File: src/rtl/uart_pkg.sv
// ---------------------------------------------------------------------------
// uart_pkg
// Shared types and constants for the buffered 8N1 UART transmitter.
//   tx_state_t : transmit FSM states
//   DATA_BITS, STOP_BITS, FRAME_BITS, IDLE_LEVEL : 8N1 framing constants
//   clog2()    : counter/pointer width helper (never returns less than 1)
// ---------------------------------------------------------------------------
package uart_pkg;

  typedef enum logic [1:0] {
    IDLE,
    START,
    DATA,
    STOP
  } tx_state_t;

  localparam int   DATA_BITS  = 8;
  localparam int   STOP_BITS  = 1;
  localparam int   FRAME_BITS = 10;
  localparam logic IDLE_LEVEL = 1'b1;

  // Bits needed to hold the values 0..value-1; at least 1 so that a
  // degenerate range still yields a legal vector width.
  function automatic int clog2(input int value);
    int result;
    result = 0;
    while ((1 << result) < value) begin
      result++;
    end
    return (result < 1) ? 1 : result;
  endfunction

endpackage

File: src/rtl/uart_tx_fifo.sv
// ---------------------------------------------------------------------------
// uart_tx_fifo
// Synchronous byte FIFO feeding the UART serializer.
//   clk, reset    : system clock, synchronous active-high reset
//   push, wdata   : write request and data; ignored while full
//   pop, rdata    : read request; rdata shows the head entry (fall-through)
//   full          : registered, high when DEPTH entries are held
//   empty         : no entries held
//   nonempty_next : entry count after the coming edge is non-zero
// ---------------------------------------------------------------------------
module uart_tx_fifo
  import uart_pkg::*;
#(
  parameter int DEPTH = 4,
  parameter int WIDTH = 8
) (
  input  logic             clk,
  input  logic             reset,
  input  logic             push,
  input  logic [WIDTH-1:0] wdata,
  input  logic             pop,
  output logic [WIDTH-1:0] rdata,
  output logic             full,
  output logic             empty,
  output logic             nonempty_next
);

  localparam int PTR_W = clog2(DEPTH);
  localparam int CNT_W = clog2(DEPTH + 1);

  logic [WIDTH-1:0] mem [DEPTH];
  logic [PTR_W-1:0] wr_ptr_q, wr_ptr_d;
  logic [PTR_W-1:0] rd_ptr_q, rd_ptr_d;
  logic [CNT_W-1:0] count_q, count_d;
  logic             full_q, full_d;
  logic             push_ok, pop_ok;

  // A write is refused whenever the registered full flag is set, even if a
  // pop frees a slot on the same edge.
  assign push_ok = push & ~full_q;
  assign pop_ok  = pop & (count_q != '0);

  // NOTE: every signal driven here gets a default first so no path can leave
  // it unassigned and infer a latch.
  always_comb begin
    wr_ptr_d = wr_ptr_q;
    rd_ptr_d = rd_ptr_q;
    count_d  = count_q;
    // DEPTH is a power of two, so pointers wrap modulo DEPTH by overflow.
    if (push_ok) wr_ptr_d = wr_ptr_q + PTR_W'(1);
    if (pop_ok)  rd_ptr_d = rd_ptr_q + PTR_W'(1);
    unique case ({push_ok, pop_ok})
      2'b10:   count_d = count_q + CNT_W'(1);
      2'b01:   count_d = count_q - CNT_W'(1);
      default: count_d = count_q;
    endcase
    full_d = (count_d == CNT_W'(DEPTH));
  end

  // NOTE: state uses non-blocking assignments so every flop samples the
  // pre-edge values regardless of statement order.
  always_ff @(posedge clk) begin
    if (reset) begin
      wr_ptr_q <= '0;
      rd_ptr_q <= '0;
      count_q  <= '0;
      full_q   <= 1'b0;
    end else begin
      wr_ptr_q <= wr_ptr_d;
      rd_ptr_q <= rd_ptr_d;
      count_q  <= count_d;
      full_q   <= full_d;
    end
  end

  // NOTE: storage is deliberately not reset; the pointers and count define
  // which entries are valid, and leaving the array unreset lets it map to RAM.
  always_ff @(posedge clk) begin
    if (push_ok) mem[wr_ptr_q] <= wdata;
  end

  assign rdata         = mem[rd_ptr_q];
  assign full          = full_q;
  assign empty         = (count_q == '0);
  assign nonempty_next = (count_d != '0);

endmodule

File: src/rtl/uart_tx_buffered.sv
// ---------------------------------------------------------------------------
// uart_tx_buffered
// Buffered 8N1 UART transmitter. Bytes written on tx_enable are queued in a
// FIFO and sent LSB-first; queued frames follow each other with no idle gap.
//   clk, reset : system clock, synchronous active-high reset
//   txdata     : byte to send, captured when tx_enable is high
//   tx_enable  : one-cycle write strobe
//   tx         : registered serial output, idle high
//   tx_full    : FIFO full, writes are dropped while high
//   tx_busy    : registered; frame in progress or bytes still queued
//   overrun    : one-cycle pulse after a write that hit a full FIFO
// ---------------------------------------------------------------------------
module uart_tx_buffered
  import uart_pkg::*;
#(
  parameter int CLKS_PER_BIT = 32,
  parameter int DEPTH        = 4
) (
  input  logic       clk,
  input  logic       reset,
  input  logic [7:0] txdata,
  input  logic       tx_enable,
  output logic       tx,
  output logic       tx_full,
  output logic       tx_busy,
  output logic       overrun
);

  localparam int                BAUD_W    = clog2(CLKS_PER_BIT);
  localparam logic [BAUD_W-1:0] BAUD_LAST = BAUD_W'(CLKS_PER_BIT - 1);
  localparam int                IDX_W     = clog2(DATA_BITS);
  localparam logic [IDX_W-1:0]  IDX_LAST  = IDX_W'(DATA_BITS - 1);

  tx_state_t            state_q, state_d;
  logic [BAUD_W-1:0]    baud_q, baud_d;
  logic [IDX_W-1:0]     bit_idx_q, bit_idx_d;
  logic [DATA_BITS-1:0] shift_q, shift_d;
  logic                 tx_q, tx_d;
  logic                 busy_q, busy_d;
  logic                 overrun_q, overrun_d;
  logic                 bit_done;

  logic                 fifo_pop;
  logic                 fifo_full;
  logic                 fifo_empty;
  logic                 fifo_nonempty_next;
  logic [DATA_BITS-1:0] fifo_rdata;

  uart_tx_fifo #(
    .DEPTH (DEPTH),
    .WIDTH (DATA_BITS)
  ) u_fifo (
    .clk           (clk),
    .reset         (reset),
    .push          (tx_enable),
    .wdata         (txdata),
    .pop           (fifo_pop),
    .rdata         (fifo_rdata),
    .full          (fifo_full),
    .empty         (fifo_empty),
    .nonempty_next (fifo_nonempty_next)
  );

  // tx_d always carries the level of the cycle that follows the edge, so the
  // serial line changes together with the state and has no input-to-output
  // combinational path.
  always_comb begin
    state_d   = state_q;
    baud_d    = baud_q;
    bit_idx_d = bit_idx_q;
    shift_d   = shift_q;
    tx_d      = tx_q;
    fifo_pop  = 1'b0;
    bit_done  = (baud_q == BAUD_LAST);

    if (state_q != IDLE) baud_d = bit_done ? '0 : baud_q + BAUD_W'(1);

    unique case (state_q)
      IDLE: begin
        tx_d = IDLE_LEVEL;
        if (!fifo_empty) begin
          fifo_pop = 1'b1;
          shift_d  = fifo_rdata;
          baud_d   = '0;
          tx_d     = 1'b0;
          state_d  = START;
        end
      end
      START: begin
        if (bit_done) begin
          state_d   = DATA;
          bit_idx_d = '0;
          tx_d      = shift_q[0];
        end
      end
      DATA: begin
        if (bit_done) begin
          shift_d = shift_q >> 1;
          if (bit_idx_q == IDX_LAST) begin
            state_d = STOP;
            tx_d    = IDLE_LEVEL;
          end else begin
            bit_idx_d = bit_idx_q + IDX_W'(1);
            tx_d      = shift_q[1];
          end
        end
      end
      STOP: begin
        if (bit_done) begin
          // Chain straight into the next start bit when more data is queued.
          if (!fifo_empty) begin
            fifo_pop = 1'b1;
            shift_d  = fifo_rdata;
            tx_d     = 1'b0;
            state_d  = START;
          end else begin
            tx_d    = IDLE_LEVEL;
            state_d = IDLE;
          end
        end
      end
      default: begin
        tx_d    = IDLE_LEVEL;
        state_d = IDLE;
      end
    endcase
  end

  assign overrun_d = tx_enable & fifo_full;
  // Built from next-cycle values so the registered flag lines up with the
  // registered state and FIFO count.
  assign busy_d    = (state_d != IDLE) | fifo_nonempty_next;

  always_ff @(posedge clk) begin
    if (reset) begin
      state_q   <= IDLE;
      baud_q    <= '0;
      bit_idx_q <= '0;
      shift_q   <= '0;
      tx_q      <= IDLE_LEVEL;
      busy_q    <= 1'b0;
      overrun_q <= 1'b0;
    end else begin
      state_q   <= state_d;
      baud_q    <= baud_d;
      bit_idx_q <= bit_idx_d;
      shift_q   <= shift_d;
      tx_q      <= tx_d;
      busy_q    <= busy_d;
      overrun_q <= overrun_d;
    end
  end

  assign tx      = tx_q;
  assign tx_full = fifo_full;
  assign tx_busy = busy_q;
  assign overrun = overrun_q;

endmodule

File: config.mk
export PLATFORM = sky130hd
export DESIGN_NAME = uart_tx_buffered
export DESIGN_NICKNAME = d
export VERILOG_FILES = /design/src/rtl/uart_pkg.sv /design/src/rtl/uart_tx_fifo.sv /design/src/rtl/uart_tx_buffered.sv
export SDC_FILE = /design/constraint.sdc
export NUM_CORES = 1
export LEC_CHECK = 0
export CAP_MARGIN = 5
export CORE_UTILIZATION = 62
export DETAILED_ROUTE_END_ITERATION = 16
export DONT_BUFFER_PORTS = 1
export GPL_TIMING_DRIVEN = 0
export PLACE_DENSITY = 0.87
export REMOVE_ABC_BUFFERS = 1
export SYNTH_ARGS = -nofsm -noshare
export SYNTH_HDL_FRONTEND = slang
export SYNTH_SLANG_ARGS = --single-unit
File: constraint.sdc
create_clock -name clk -period 3 [get_ports clk]
set_input_delay 0.15 -clock clk [delete_from_list [all_inputs] [get_ports clk]]
set_output_delay 0.15 -clock clk [all_outputs]
set_load 0.02 [all_outputs]
==> impl_metrics.py <==
metrics = {
    "power_and_ir_drop": {
        "power_leakage_nw": 1.12,
        "switching_power_w": 0.000903,
        "p_clk_share_pct": 27.5,
        "p_seq_share_pct": 44.8,
        "p_sw_share_pct": 32.2,
        "comb_power_share_pct": 27.7,
        "ir_drop_uv": 659,
        "power.density_nw_per_um2": 889,
        "internal-power_w": 0.00191,
        "finalPower_w": 0.00281,
    },
    "grt": {
        "gr-usage-met1_pct": 26.7,
        "grt_pass1_wl_um": 8360,
        "antenna_found_initial": 0,
        "grt_most_used_layer": "met2",
        "met2_usage_pct": 39.4,
        "use_met3_pct": 8.19,
        "grt_max_degree": 24,
        "grt.total_usage_pct": 23.6,
        "gr-total-overflow": 0,
        "grt_pass1_vias": 1770,
    },
    "worst_setup_path": {
        "cp_data_arrival_time_ns": 2.99,
        "critPathLaunchType": "flop",
        "r2r_slack_ns": 0.19,
        "cp_max_fo": 5,
        "critical_path_required_ns": 3.19,
        "crit_type": "flop to flop",
        "r2r_start": "baud_q[0]",
        "cp-end-kind": "flop",
        "r2r_cells": 12,
        "r2r-end": "tx_busy",
    },
    "final_layout": {
        "final_cell_count_no_fill": 289,
        "layout_common_cells": "edfxtp_1 (32), dfxtp_1 (29), nor2_1 (24), a21oi_1 (12), dlygate4sd3_1 (11)",
        "multi_input_area_um2": 1130,
        "drive_gt1_share_pct": 16.0,
        "fillers": 269,
        "seq_area_um2": 1580,
        "syn_to_final_growth_pct": 13.2,
        "diodes": 0,
        "layout_commonest_cell": "edfxtp_1",
        "finish.utilization_pct": 72.6,
        "nNetsFinal": 257,
    },
    "run": {
        "drv_cap": 0,
    },
    "placed_design": {
        "dp_cells": 259,
        "io_buffers": 0,
        "dpl.hpwl_um": 3000,
        "gp_congestion": 0.742,
    },
    "die": {
        "fp.coreArea_um2": 4350,
        "num_rows": 24,
        "dieArea_um2": 4770,
        "io_pins": 15,
        "die_y_um": 69.1,
        "die_w_um": 69.1,
        "initial_core_util_pct": 64.1,
    },
    "worst_hold_path": {
        "worstHoldPathCells": 3,
        "holdPathEnd": "state_q[0]",
        "min-delay-start": "reset",
        "hp-class": "primary input to flop",
    },
    "logic_synthesis": {
        "synth_area_um2": 2790,
        "syn_area_per_cell_um2": 12.7,
        "ys.flop_type": "edfxtp_1",
        "ys_warn_count": 0,
        "ys_seq_area_share_pct": 56.7,
        "synth_top_cell_area_share_pct": 34.4,
        "yosysUniqueCellTypes": 45,
        "synth_seq_cells": 63,
        "async_reset_ff_share_pct": 0,
        "synthCells": 219,
        "synth_top_area_cell": "edfxtp_1",
        "synth_edf_count": 32,
        "netlist_top_cells_area": "edfxtp_1 (34%), dfxtp_1 (22%), mux4_2 (6.5%), ha_1 (5.8%), nor2_1 (3.2%)",
    },
    "routing": {
        "wl_um": 5110,
        "routedWlPerCell_um": 17.7,
        "routed_via_density": 6.01,
        "ant_nets": 0,
        "num_vias": 1737,
        "drc": 0,
        "dr.pass1.iters": 4,
        "initialDrtViolationCount": 106,
    },
    "clock_network": {
        "clk_pin_slew_ns": 0.07,
        "htreeDepth": 3,
        "insertion_delay_ns": 0.33,
        "cts_tree": "built",
        "cts.path.max_buffers": 2,
        "clock-root-buffer": "clkbuf_8",
        "cts_made_buffers": 9,
        "cts_num_sinks": 63,
    },
    "sta": {
        "holdWs_ns": 0.0861,
        "hold_viol": 0,
        "fin_crit_ns": 2.81,
        "fin_crit_sh_pct": 93.5,
        "rsz0062_at_grt": "no",
        "timing.fmax_mhz": 356,
        "clock_skew_ns": 0.00412,
        "finalSetupViolations": 0,
        "max_slew.worst_pin.slew_ns": 0.881,
        "slew_headroom_pct": 41.3,
        "slew_viol_final": 0,
    },
    "status": {
        "status": "complete, no violations",
    },
}
[layout make-up]
type / count / share of cell area (%)
tap: 52 / 2.06
multi-input combinational: 134 / 35.9
sequential: 63 / 50.1
clock buffer: 11 / 4.16
inverter: 10 / 1.27
clock inverter: 5 / 2.30
timing repair buffer: 14 / 4.20
[repair_timing]
action                                  CTS  global route
setup buffers                             0             3
gates resized for setup                   2             8
hold endpoints to repair                 57             0
pin swaps                                 0             4
hold buffers                             11             0
endpoints found under the setup margin    1             1
[cell usage after synthesis, drive strengths merged, types with 3 or more instances]
library cell,number
a211oi,3
a21oi,12
a22oi,4
and2,5
buf,7
clkbuf,5
dfxtp,31
edfxtp,32
ha,13
inv,10
mux2i,8
mux4,8
nor2,24
nor2b,5
nor3,9
o21ai,11
xnor2,4
[state kept, by name, summed over array words and instances (netlist names), named ones only]
| signal | cells |
|---|---|
| state_q | 2 |
| u_fifo.mem | 32 |
| u_fifo.wr_ptr_q | 2 |
| u_fifo.rd_ptr_q | 2 |
| baud_q | 5 |
| u_fifo.full | 1 |
| overrun | 1 |
| bit_idx_q | 3 |
| shift_q | 8 |
| tx_busy | 1 |
| u_fifo.count_q | 3 |
| tx | 1 |
[critical path: stages, from the launching register on]
cell	delay, ns
dfxtp_2	0.38
ha_4	0.15
and3_4	0.20
ha_4	0.15
a21oi_1	0.10
nor3_2	0.23
ha_2	0.23
inv_1	0.05
fa_1	0.47
nor2b_2	0.15
a22oi_1	0.09
o31ai_1	0.32
o311ai_1	0.14
[power groups by stage]
| stage | Combinational [W] | Clock [W] | Sequential [W] |
|---|---|---|---|
| 4_1_cts | 0.000733 | 0.000777 | 0.00125 |
| 3_5_place_dp | 0.000708 | 0 | 0.00127 |
| 3_3_place_gp | 0.000682 | 0 | 0.00126 |
| 5_1_grt | 0.000854 | 0.000819 | 0.00128 |
| 2_1_floorplan | 0.000595 | 0 | 0.00123 |
| 6_report | 0.000778 | 0.000772 | 0.00126 |
[layer usage]
layer / part of all wire, % / vias to the layer above
met3: 3.8 / 9
met1: 42 / 852
li1: - / 834
met4: 1.7 / 0
met5: 0 / -
met2: 52 / 42
[cell families after synthesis]
kind of cell               count (synthesis)  share of synthesized area, %
muxes                                     17                          9.73
adders and majority gates                 14                          6.54
buffers and inverters                     22                          4.03
DFF                                       63                          56.7
AOI/OAI and AO/OA                         43                          9.91
xor gates and xnor gates                   6                          1.88
and+or+nand+nor                           54                          11.3
[per-stage QoR]
step,cell area (um2),setup slack (ns),TNS (ns)
after floorplan,2720,0.274,0
after global placement,2780,-0.0618,-0.0618
after detailed placement,2780,-0.113,-0.113
after CTS,3110,0.0552,0
after global routing,3160,0.0431,0
final,3160,0.194,0
[worst max path at each step]
stage	from	slack, ns	to
finish	baud_q[0]	0.19	tx_busy
floorplan	baud_q[0]	0.27	tx_busy
CTS	baud_q[0]	0.06	tx_busy
global route	baud_q[0]	0.04	tx_busy
detailed placement	baud_q[0]	-0.11	tx_busy
global placement	baud_q[0]	-0.06	tx_busy
Note: power is estimated with default switching activity, not from simulation.
